<file path="config.mk">
export PLATFORM = sky130hd
export DESIGN_NAME = uart_tx_fifo_flat
export DESIGN_NICKNAME = d
export VERILOG_FILES = /design/src/rtl/uart_tx_fifo_pkg.sv /design/src/rtl/uart_tx_fifo_if.sv /design/src/rtl/uart_tx_fifo_fifo_sync.sv /design/src/rtl/uart_tx_fifo.sv /design/src/flat_wrapper.sv
export SDC_FILE = /design/constraint.sdc
export NUM_CORES = 1
export LEC_CHECK = 0
export BUFFER_PORTS_ARGS = -buffer_cell sky130_fd_sc_hd__buf_2
export CORE_ASPECT_RATIO = 1.25
export CORE_MARGIN = 3
export CORE_UTILIZATION = 50
export DETAILED_ROUTE_END_ITERATION = 7
export PLACE_DENSITY_LB_ADDON = 0.05
export RECOVER_POWER = 50
export SETUP_SLACK_MARGIN = 0.5
export SKIP_CTS_REPAIR_TIMING = 1
export SYNTH_ARGS = -nofsm -noshare
export SYNTH_HDL_FRONTEND = slang
export SYNTH_SLANG_ARGS = --single-unit
</file>
<file path="constraint.sdc">
create_clock -name clk -period 3.77 [get_ports clk]
set_input_delay 0.1885 -clock clk [delete_from_list [all_inputs] [get_ports clk]]
set_output_delay 0.1885 -clock clk [all_outputs]
set_load 0.01 [all_outputs]
</file>
<file path="src/rtl/uart_tx_fifo_pkg.sv">
// Shared types and helpers for the FIFO-fed UART transmitter.
// Parity selection, transmitter FSM states and frame-length arithmetic.
package uart_pkg;

  typedef enum logic [1:0] {
    PAR_NONE = 2'd0,
    PAR_EVEN = 2'd1,
    PAR_ODD  = 2'd2
  } parity_e;

  typedef enum logic [2:0] {
    ST_IDLE   = 3'd0,
    ST_START  = 3'd1,
    ST_DATA   = 3'd2,
    ST_PARITY = 3'd3,
    ST_STOP   = 3'd4
  } tx_state_e;

  // Bit periods in one frame: start + data + optional parity + stop bits.
  function automatic int unsigned frame_bits(input int unsigned data_bits,
                                             input parity_e     parity,
                                             input int unsigned stop_bits);
    return 1 + data_bits + ((parity != PAR_NONE) ? 1 : 0) + stop_bits;
  endfunction

endpackage

</file>
<file path="src/rtl/uart_tx_fifo_if.sv">
// Valid/ready write port of the UART transmitter.
// master = producer side, slave = transmitter side.
interface uart_tx_fifo_if #(
  parameter int unsigned DATA_BITS = 8
);
  logic [DATA_BITS-1:0] s_data;
  logic                 s_valid;
  logic                 s_ready;

  modport master (output s_data, output s_valid, input  s_ready);
  modport slave  (input  s_data, input  s_valid, output s_ready);
endinterface

</file>
<file path="src/rtl/uart_tx_fifo_fifo_sync.sv">
// Generic synchronous FIFO with combinational read data.
// Push while full and pop while empty are ignored.
module uart_fifo_sync #(
  parameter int unsigned WIDTH = 8,
  parameter int unsigned DEPTH = 8
) (
  input  logic                         clk,
  input  logic                         reset,
  input  logic                         push,
  input  logic [WIDTH-1:0]             wdata,
  input  logic                         pop,
  output logic [WIDTH-1:0]             rdata,
  output logic                         full,
  output logic                         empty,
  output logic [$clog2(DEPTH+1)-1:0]   level
);
  localparam int unsigned AW = $clog2(DEPTH);
  localparam int unsigned LW = $clog2(DEPTH + 1);

  logic [WIDTH-1:0] mem [DEPTH];
  logic [AW-1:0]    wptr;
  logic [AW-1:0]    rptr;
  logic [LW-1:0]    count;
  logic             do_push;
  logic             do_pop;

  assign full    = (count == LW'(DEPTH));
  assign empty   = (count == '0);
  assign do_push = push && !full;
  assign do_pop  = pop && !empty;
  assign rdata   = mem[rptr];
  assign level   = count;

  always_ff @(posedge clk or posedge reset) begin
    if (reset) begin
      wptr  <= '0;
      rptr  <= '0;
      count <= '0;
    end else begin
      if (do_push) wptr <= wptr + AW'(1);
      if (do_pop)  rptr <= rptr + AW'(1);
      case ({do_push, do_pop})
        2'b10:   count <= count + LW'(1);
        2'b01:   count <= count - LW'(1);
        default: count <= count;
      endcase
    end
  end

  always_ff @(posedge clk) begin
    if (do_push) mem[wptr] <= wdata;
  end

endmodule

</file>
<file path="src/rtl/uart_tx_fifo.sv">
// UART transmitter fed by a FIFO; queued words go out back-to-back.
// Holds the frame FSM, baud counter, shifter and parity; tx is registered.
module uart_tx_fifo
  import uart_pkg::*;
#(
  parameter int unsigned CLK_FREQ   = 50_000_000,
  parameter int unsigned BAUD       = 115200,
  parameter int unsigned DATA_BITS  = 8,
  parameter parity_e     PARITY     = PAR_EVEN,
  parameter int unsigned STOP_BITS  = 1,
  parameter int unsigned FIFO_DEPTH = 8
) (
  input  logic                              clk,
  input  logic                              reset,
  uart_tx_fifo_if.slave                     s,
  output logic                              tx,
  output logic                              busy,
  output logic [$clog2(FIFO_DEPTH+1)-1:0]   fifo_level,
  output logic                              tx_done
);
  localparam int unsigned DIVIDER = CLK_FREQ / BAUD;
  localparam int unsigned CW      = (DIVIDER > 1) ? $clog2(DIVIDER) : 1;
  localparam int unsigned BW      = $clog2(DATA_BITS + 1);

  if (DIVIDER < 2) begin : g_chk_divider
    $error("uart_tx_fifo: CLK_FREQ/BAUD must be >= 2");
  end
  if (DATA_BITS < 5 || DATA_BITS > 9) begin : g_chk_data_bits
    $error("uart_tx_fifo: DATA_BITS must be 5..9");
  end
  if (STOP_BITS < 1 || STOP_BITS > 2) begin : g_chk_stop_bits
    $error("uart_tx_fifo: STOP_BITS must be 1 or 2");
  end
  if (FIFO_DEPTH < 2 || (FIFO_DEPTH & (FIFO_DEPTH - 1)) != 0) begin : g_chk_depth
    $error("uart_tx_fifo: FIFO_DEPTH must be a power of 2, >= 2");
  end
  if (frame_bits(DATA_BITS, PARITY, STOP_BITS) > 13) begin : g_chk_frame
    $error("uart_tx_fifo: frame longer than 13 bit periods");
  end
  if ($bits(s.s_data) != DATA_BITS) begin : g_chk_if_width
    $error("uart_tx_fifo: interface DATA_BITS differs from module DATA_BITS");
  end

  tx_state_e            state;
  logic [CW-1:0]        baud_cnt;
  logic [BW-1:0]        bit_cnt;
  logic [DATA_BITS-1:0] shifter;
  logic                 par_bit;

  logic [DATA_BITS-1:0] fifo_rdata;
  logic                 fifo_full;
  logic                 fifo_empty;
  logic                 baud_last;
  logic                 pop;

  uart_fifo_sync #(
    .WIDTH (DATA_BITS),
    .DEPTH (FIFO_DEPTH)
  ) u_fifo (
    .clk   (clk),
    .reset (reset),
    .push  (s.s_valid),
    .wdata (s.s_data),
    .pop   (pop),
    .rdata (fifo_rdata),
    .full  (fifo_full),
    .empty (fifo_empty),
    .level (fifo_level)
  );

  assign s.s_ready = !fifo_full;
  assign baud_last = (baud_cnt == CW'(DIVIDER - 1));
  assign tx_done   = (state == ST_STOP) && baud_last && (bit_cnt == BW'(STOP_BITS - 1));
  // A frame is loaded from IDLE or straight out of the final stop clock, so frames abut.
  assign pop       = !fifo_empty && ((state == ST_IDLE) || tx_done);
  assign busy      = (state != ST_IDLE) || (fifo_level != '0);

  always_ff @(posedge clk or posedge reset) begin
    if (reset) begin
      state    <= ST_IDLE;
      baud_cnt <= '0;
      bit_cnt  <= '0;
      shifter  <= '0;
      par_bit  <= 1'b0;
      tx       <= 1'b1;
    end else if (pop) begin
      state    <= ST_START;
      baud_cnt <= '0;
      bit_cnt  <= '0;
      shifter  <= fifo_rdata;
      par_bit  <= (PARITY == PAR_ODD) ? ~^fifo_rdata : ^fifo_rdata;
      tx       <= 1'b0;
    end else begin
      case (state)
        ST_START: begin
          if (baud_last) begin
            baud_cnt <= '0;
            bit_cnt  <= '0;
            state    <= ST_DATA;
            tx       <= shifter[0];
          end else begin
            baud_cnt <= baud_cnt + CW'(1);
          end
        end
        ST_DATA: begin
          if (baud_last) begin
            baud_cnt <= '0;
            if (bit_cnt == BW'(DATA_BITS - 1)) begin
              bit_cnt <= '0;
              if (PARITY != PAR_NONE) begin
                state <= ST_PARITY;
                tx    <= par_bit;
              end else begin
                state <= ST_STOP;
                tx    <= 1'b1;
              end
            end else begin
              bit_cnt <= bit_cnt + BW'(1);
              shifter <= shifter >> 1;
              tx      <= shifter[1];
            end
          end else begin
            baud_cnt <= baud_cnt + CW'(1);
          end
        end
        ST_PARITY: begin
          if (baud_last) begin
            baud_cnt <= '0;
            bit_cnt  <= '0;
            state    <= ST_STOP;
            tx       <= 1'b1;
          end else begin
            baud_cnt <= baud_cnt + CW'(1);
          end
        end
        ST_STOP: begin
          if (baud_last) begin
            baud_cnt <= '0;
            if (bit_cnt == BW'(STOP_BITS - 1)) begin
              bit_cnt <= '0;
              state   <= ST_IDLE;
            end else begin
              bit_cnt <= bit_cnt + BW'(1);
            end
          end else begin
            baud_cnt <= baud_cnt + CW'(1);
          end
        end
        default: begin
          state <= ST_IDLE;
          tx    <= 1'b1;
        end
      endcase
    end
  end

endmodule

</file>
<file path="src/flat_wrapper.sv">
// flat-port wrapper written by rule: the top's interface ports become plain ports
module uart_tx_fifo_flat import uart_pkg::*;
#(
  parameter int unsigned CLK_FREQ   = 50_000_000,
  parameter int unsigned BAUD       = 115200,
  parameter int unsigned DATA_BITS  = 8,
  parameter parity_e     PARITY     = PAR_EVEN,
  parameter int unsigned STOP_BITS  = 1,
  parameter int unsigned FIFO_DEPTH = 8
)
  (clk, reset, tx, busy, fifo_level, tx_done, s_s_data, s_s_valid, s_s_ready);
  uart_tx_fifo_if #(.DATA_BITS(DATA_BITS)) s_i ();
  input  logic clk;
  input  logic reset;
  output logic tx;
  output logic busy;
  output logic [$clog2(FIFO_DEPTH+1)-1:0] fifo_level;
  output logic tx_done;
  input wire logic [$bits(s_i.s_data)-1:0] s_s_data;
  input wire logic [$bits(s_i.s_valid)-1:0] s_s_valid;
  output wire logic [$bits(s_i.s_ready)-1:0] s_s_ready;
  assign s_i.s_data = s_s_data;
  assign s_i.s_valid = s_s_valid;
  assign s_s_ready = s_i.s_ready;
  uart_tx_fifo #(.CLK_FREQ(CLK_FREQ), .BAUD(BAUD), .DATA_BITS(DATA_BITS), .PARITY(PARITY), .STOP_BITS(STOP_BITS), .FIFO_DEPTH(FIFO_DEPTH)) u_core (.clk(clk), .reset(reset), .s(s_i), .tx(tx), .busy(busy), .fifo_level(fifo_level), .tx_done(tx_done));
endmodule
</file>
==> results by group <==
Setup path
  – Delay-heaviest family, CP: compound AO/OA/AOI/OAI gates
  – Buf/Inv on CP: 2
  – Setup crit start kind: flip-flop
  – Most common cell on crit path: ha_1
  – Critical-path maximum fanout: 10
  – Worst-path cell chain: inv_1 > ha_1 > nor3b_1 > nand4_1 > a211o_1 > clkinv_1 > ha_1 > ha_1 > a21o_1 > a21oi_1 > xnor2_1 > nor2_1 > xor2_1
  – Critical Path AT: 3.13 ns
  – Critical-path top delay cell: dfrtp_1
  – WS Path Type: reg2reg
  – Max incr delay on CP: 0.40 ns
  – CP endpoint kind: flip-flop
  – Req. time, crit path: 4.03 ns

Placed design
  – Cell count after placement: 445
  – Gpl congestion: 0.7759
  – Port-buffer cells: 18
  – Detail Placement HPWL: 5.325 mm
  – Placed inst area: 4726 um^2
  – Dpl ws: 0.8614 ns

Die
  – Die Span Y: 112.1 um
  – Die W: 90.88 um
  – Core area: 8748 um^2
  – Number of placed I/O pins: 19
  – Starting Density: 51.47%
  – Die area: 10190 um^2
  – Site Rows: 38

Global route
  – Pin count of the biggest net entering global routing: 27
  – Total grt overflow: 0
  – Met1 usage: 20.22%
  – First-pass GRT wire length: 12.90 mm
  – Met2 Usage GRT: 29.49%
  – GRT Util Overall: 16.59%
  – GR met3 Demand/Resource: 3.485%
  – Vias in the first global route: 2505
  – Global route hottest layer: met2
  – Initial antenna violation count: 0

Timing
  – Unrepaired setup endpoints after global routing: false
  – Setup ws final: 0.9003 ns
  – Clk_skew: 0.007662 ns
  – Max Freq: 0.3485 GHz
  – Final Cycle Share: 76.12%
  – Max-slew headroom: 8.733%
  – Final Slew Violations: 0
  – Final min period: 2.870 ns
  – Final hold vios: 0
  – Min Hold Slack: 0.1064 ns
  – Final setup violation count: 0
  – Worst slew pin tran: 1.369 ns
  – Setup TNS: 0 ns

Drt
  – Vias per inst: 5.353
  – Pre-Repair DR Iteration Count: 4
  – Post-Route WL: 7.846 mm
  – Routed len/inst: 16.98 um
  – DRT iter0 DRCs: 125
  – Vias: 2473
  – ANT nets after route: 0
  – DRC: 0

Clock tree
  – CTS buffer count: 9
  – Worst-path clk slew: 0.10 ns
  – Clock tree buffer depth: 2
  – Root buf cell: clkbuf_8
  – Worst-skew pair later-pin latency: 0.36 ns
  – H-tree levels: 3
  – Clk sinks: 100
  – CTS tree: built

Power and ir drop
  – Pwr Total: 2.433 mW
  – Static Leak: 1.919 nW
  – Power Density: 494.2 nW/um^2
  – Peak VDD IR: 0.2978 mV

Cells and area
  – Post-Layout Cell Count: 462
  – Area Overhead vs Synth: 9.336%
  – N_diodes: 0
  – Layout cells sized above 1: 11.40%
  – Layout Nets: 358
  – Final instance area: 4923 um^2
  – Post-layout util: 56.28%

Outcome
  – Status: finished, final reports clean

Logic synthesis
  – Synth top area share: 42.68%
  – Synthesis-stage register bit count: 100
  – Most used DFF post-synth: edfxtp_1
  – Mapped Cells: 311
  – Cell accounting for the most synthesized area: edfxtp_1
  – Seq/Total Area, Yosys: 62.71%
  – Post-synth EDFFs: 64
  – Post-synthesis cell area: 4503 um^2
  – FFs w/ async S/R, synth: 36.00%
  – Syn nets: 332
  – Mean Syn Cell Area: 14.48 um^2
  – Yosys cell types: 44
  – Synth area leaders: edfxtp_1, dfrtp_1, mux4_1, mux2i_1, xnor2_1
  – Ys Warns: 0

Worst hold path
  – HP Class: in2reg

Run
  – Max Cap Viol: 0
-- worst min-delay path, stage by stage --
cell and delay [ns]:
buf_2 0.11, nand3_1 0.08, xnor2_1 0.06
-- flip-flops by register name, indices dropped and copies added, names as in the netlist --
name	count
u_core.baud_cnt	9
u_core.shifter	8
u_core.state	3
u_core.tx	1
u_core.u_fifo.wptr	3
u_core.u_fifo.mem	64
u_core.u_fifo.level	4
u_core.bit_cnt	4
u_core.par_bit	1
u_core.u_fifo.rptr	3
-- layer usage --
| layer | up-vias | part of all wire [%] |
|---|---|---|
| li1 | 1207 | - |
| met1 | 1230 | 42 |
| met2 | 28 | 54 |
| met3 | 8 | 2.5 |
| met4 | 0 | 1.2 |
| met5 | - | 0 |
-- where the power goes --
group	internal [mW]	switching, mW	total (mW)
registers	1.32	0.0685	1.38
logic	0.143	0.205	0.348
clock network	0.317	0.384	0.701
total	1.78	0.657	2.43
-- layout make-up --
class | count | area [um^2]
tap | 120 | 150.1
timing repair buffer | 26 | 133.9
multi-input combinational | 189 | 1568
fill | 770 | 3825
sequential | 100 | 2824
clock inverter | 7 | 82.58
inverter | 11 | 41.29
clock buffer | 9 | 123.9
-- worst paths after layout --
path / cells after the start / slack, ns / from / end
max: 13 / 0.90 / u_core.bit_cnt[0]$_DFFE_PP0P_ / u_core.u_fifo.level[3]$_DFFE_PP0P_
min: 3 / 0.11 / s_s_valid / u_core.u_fifo.wptr[2]$_DFFE_PP0P_
max reg2reg: 13 / 0.90 / u_core.bit_cnt[0]$_DFFE_PP0P_ / u_core.u_fifo.level[3]$_DFFE_PP0P_
min reg2reg: 2 / 0.49 / u_core.par_bit$_DFFE_PP0N_ / u_core.par_bit$_DFFE_PP0N_
max in group asynchronous: 4 / 1.78 / reset / u_core.par_bit$_DFFE_PP0N_
min in group asynchronous: 3 / 0.37 / reset / u_core.u_fifo.wptr[2]$_DFFE_PP0P_
-- cell usage in the layout, fill, tap and decap left out, types with 9 or more instances in the layout --
cell / netlist / final
inv_1: 10 / 10
mux2i_1: 23 / 23
o21ai_0: 11 / 11
mux4_1: 10 / 10
edfxtp_1: 64 / 64
xnor2_1: 16 / 16
dfrtp_1: 35 / 35
ha_1: 9 / 9
clkbuf_1: 4 / 13
nor2_1: 25 / 25
clkbuf_8: 0 / 9
nand2_1: 22 / 22
-- logic make-up (layout without fill, tap and decap cells) --
group	count (synthesis)	in the layout	share of synthesized area [%]
flip-flops	100	100	62.71
AND/OR/NAND/NOR	89	89	9.670
multiplexers	40	40	14.20
AO/OA/AOI/OAI	28	28	3.723
XOR/XNOR	22	22	4.279
buffers and inverters	22	53	2.473
adder cells (fa/ha/maj)	10	10	2.945
-- cell usage after synthesis, drive strengths merged, types with 4 or more instances --
master / count
edfxtp: 64
nand2: 22
mux4: 16
nor3: 4
nand2b: 4
nand3: 8
a21oi: 7
o21ai: 12
inv: 10
mux2i: 23
ha: 9
and3: 4
xnor2: 16
dfrtp: 35
xor2: 6
nand4: 8
clkbuf: 4
buf: 7
nor2: 25
(Power assumes the default switching activity.)
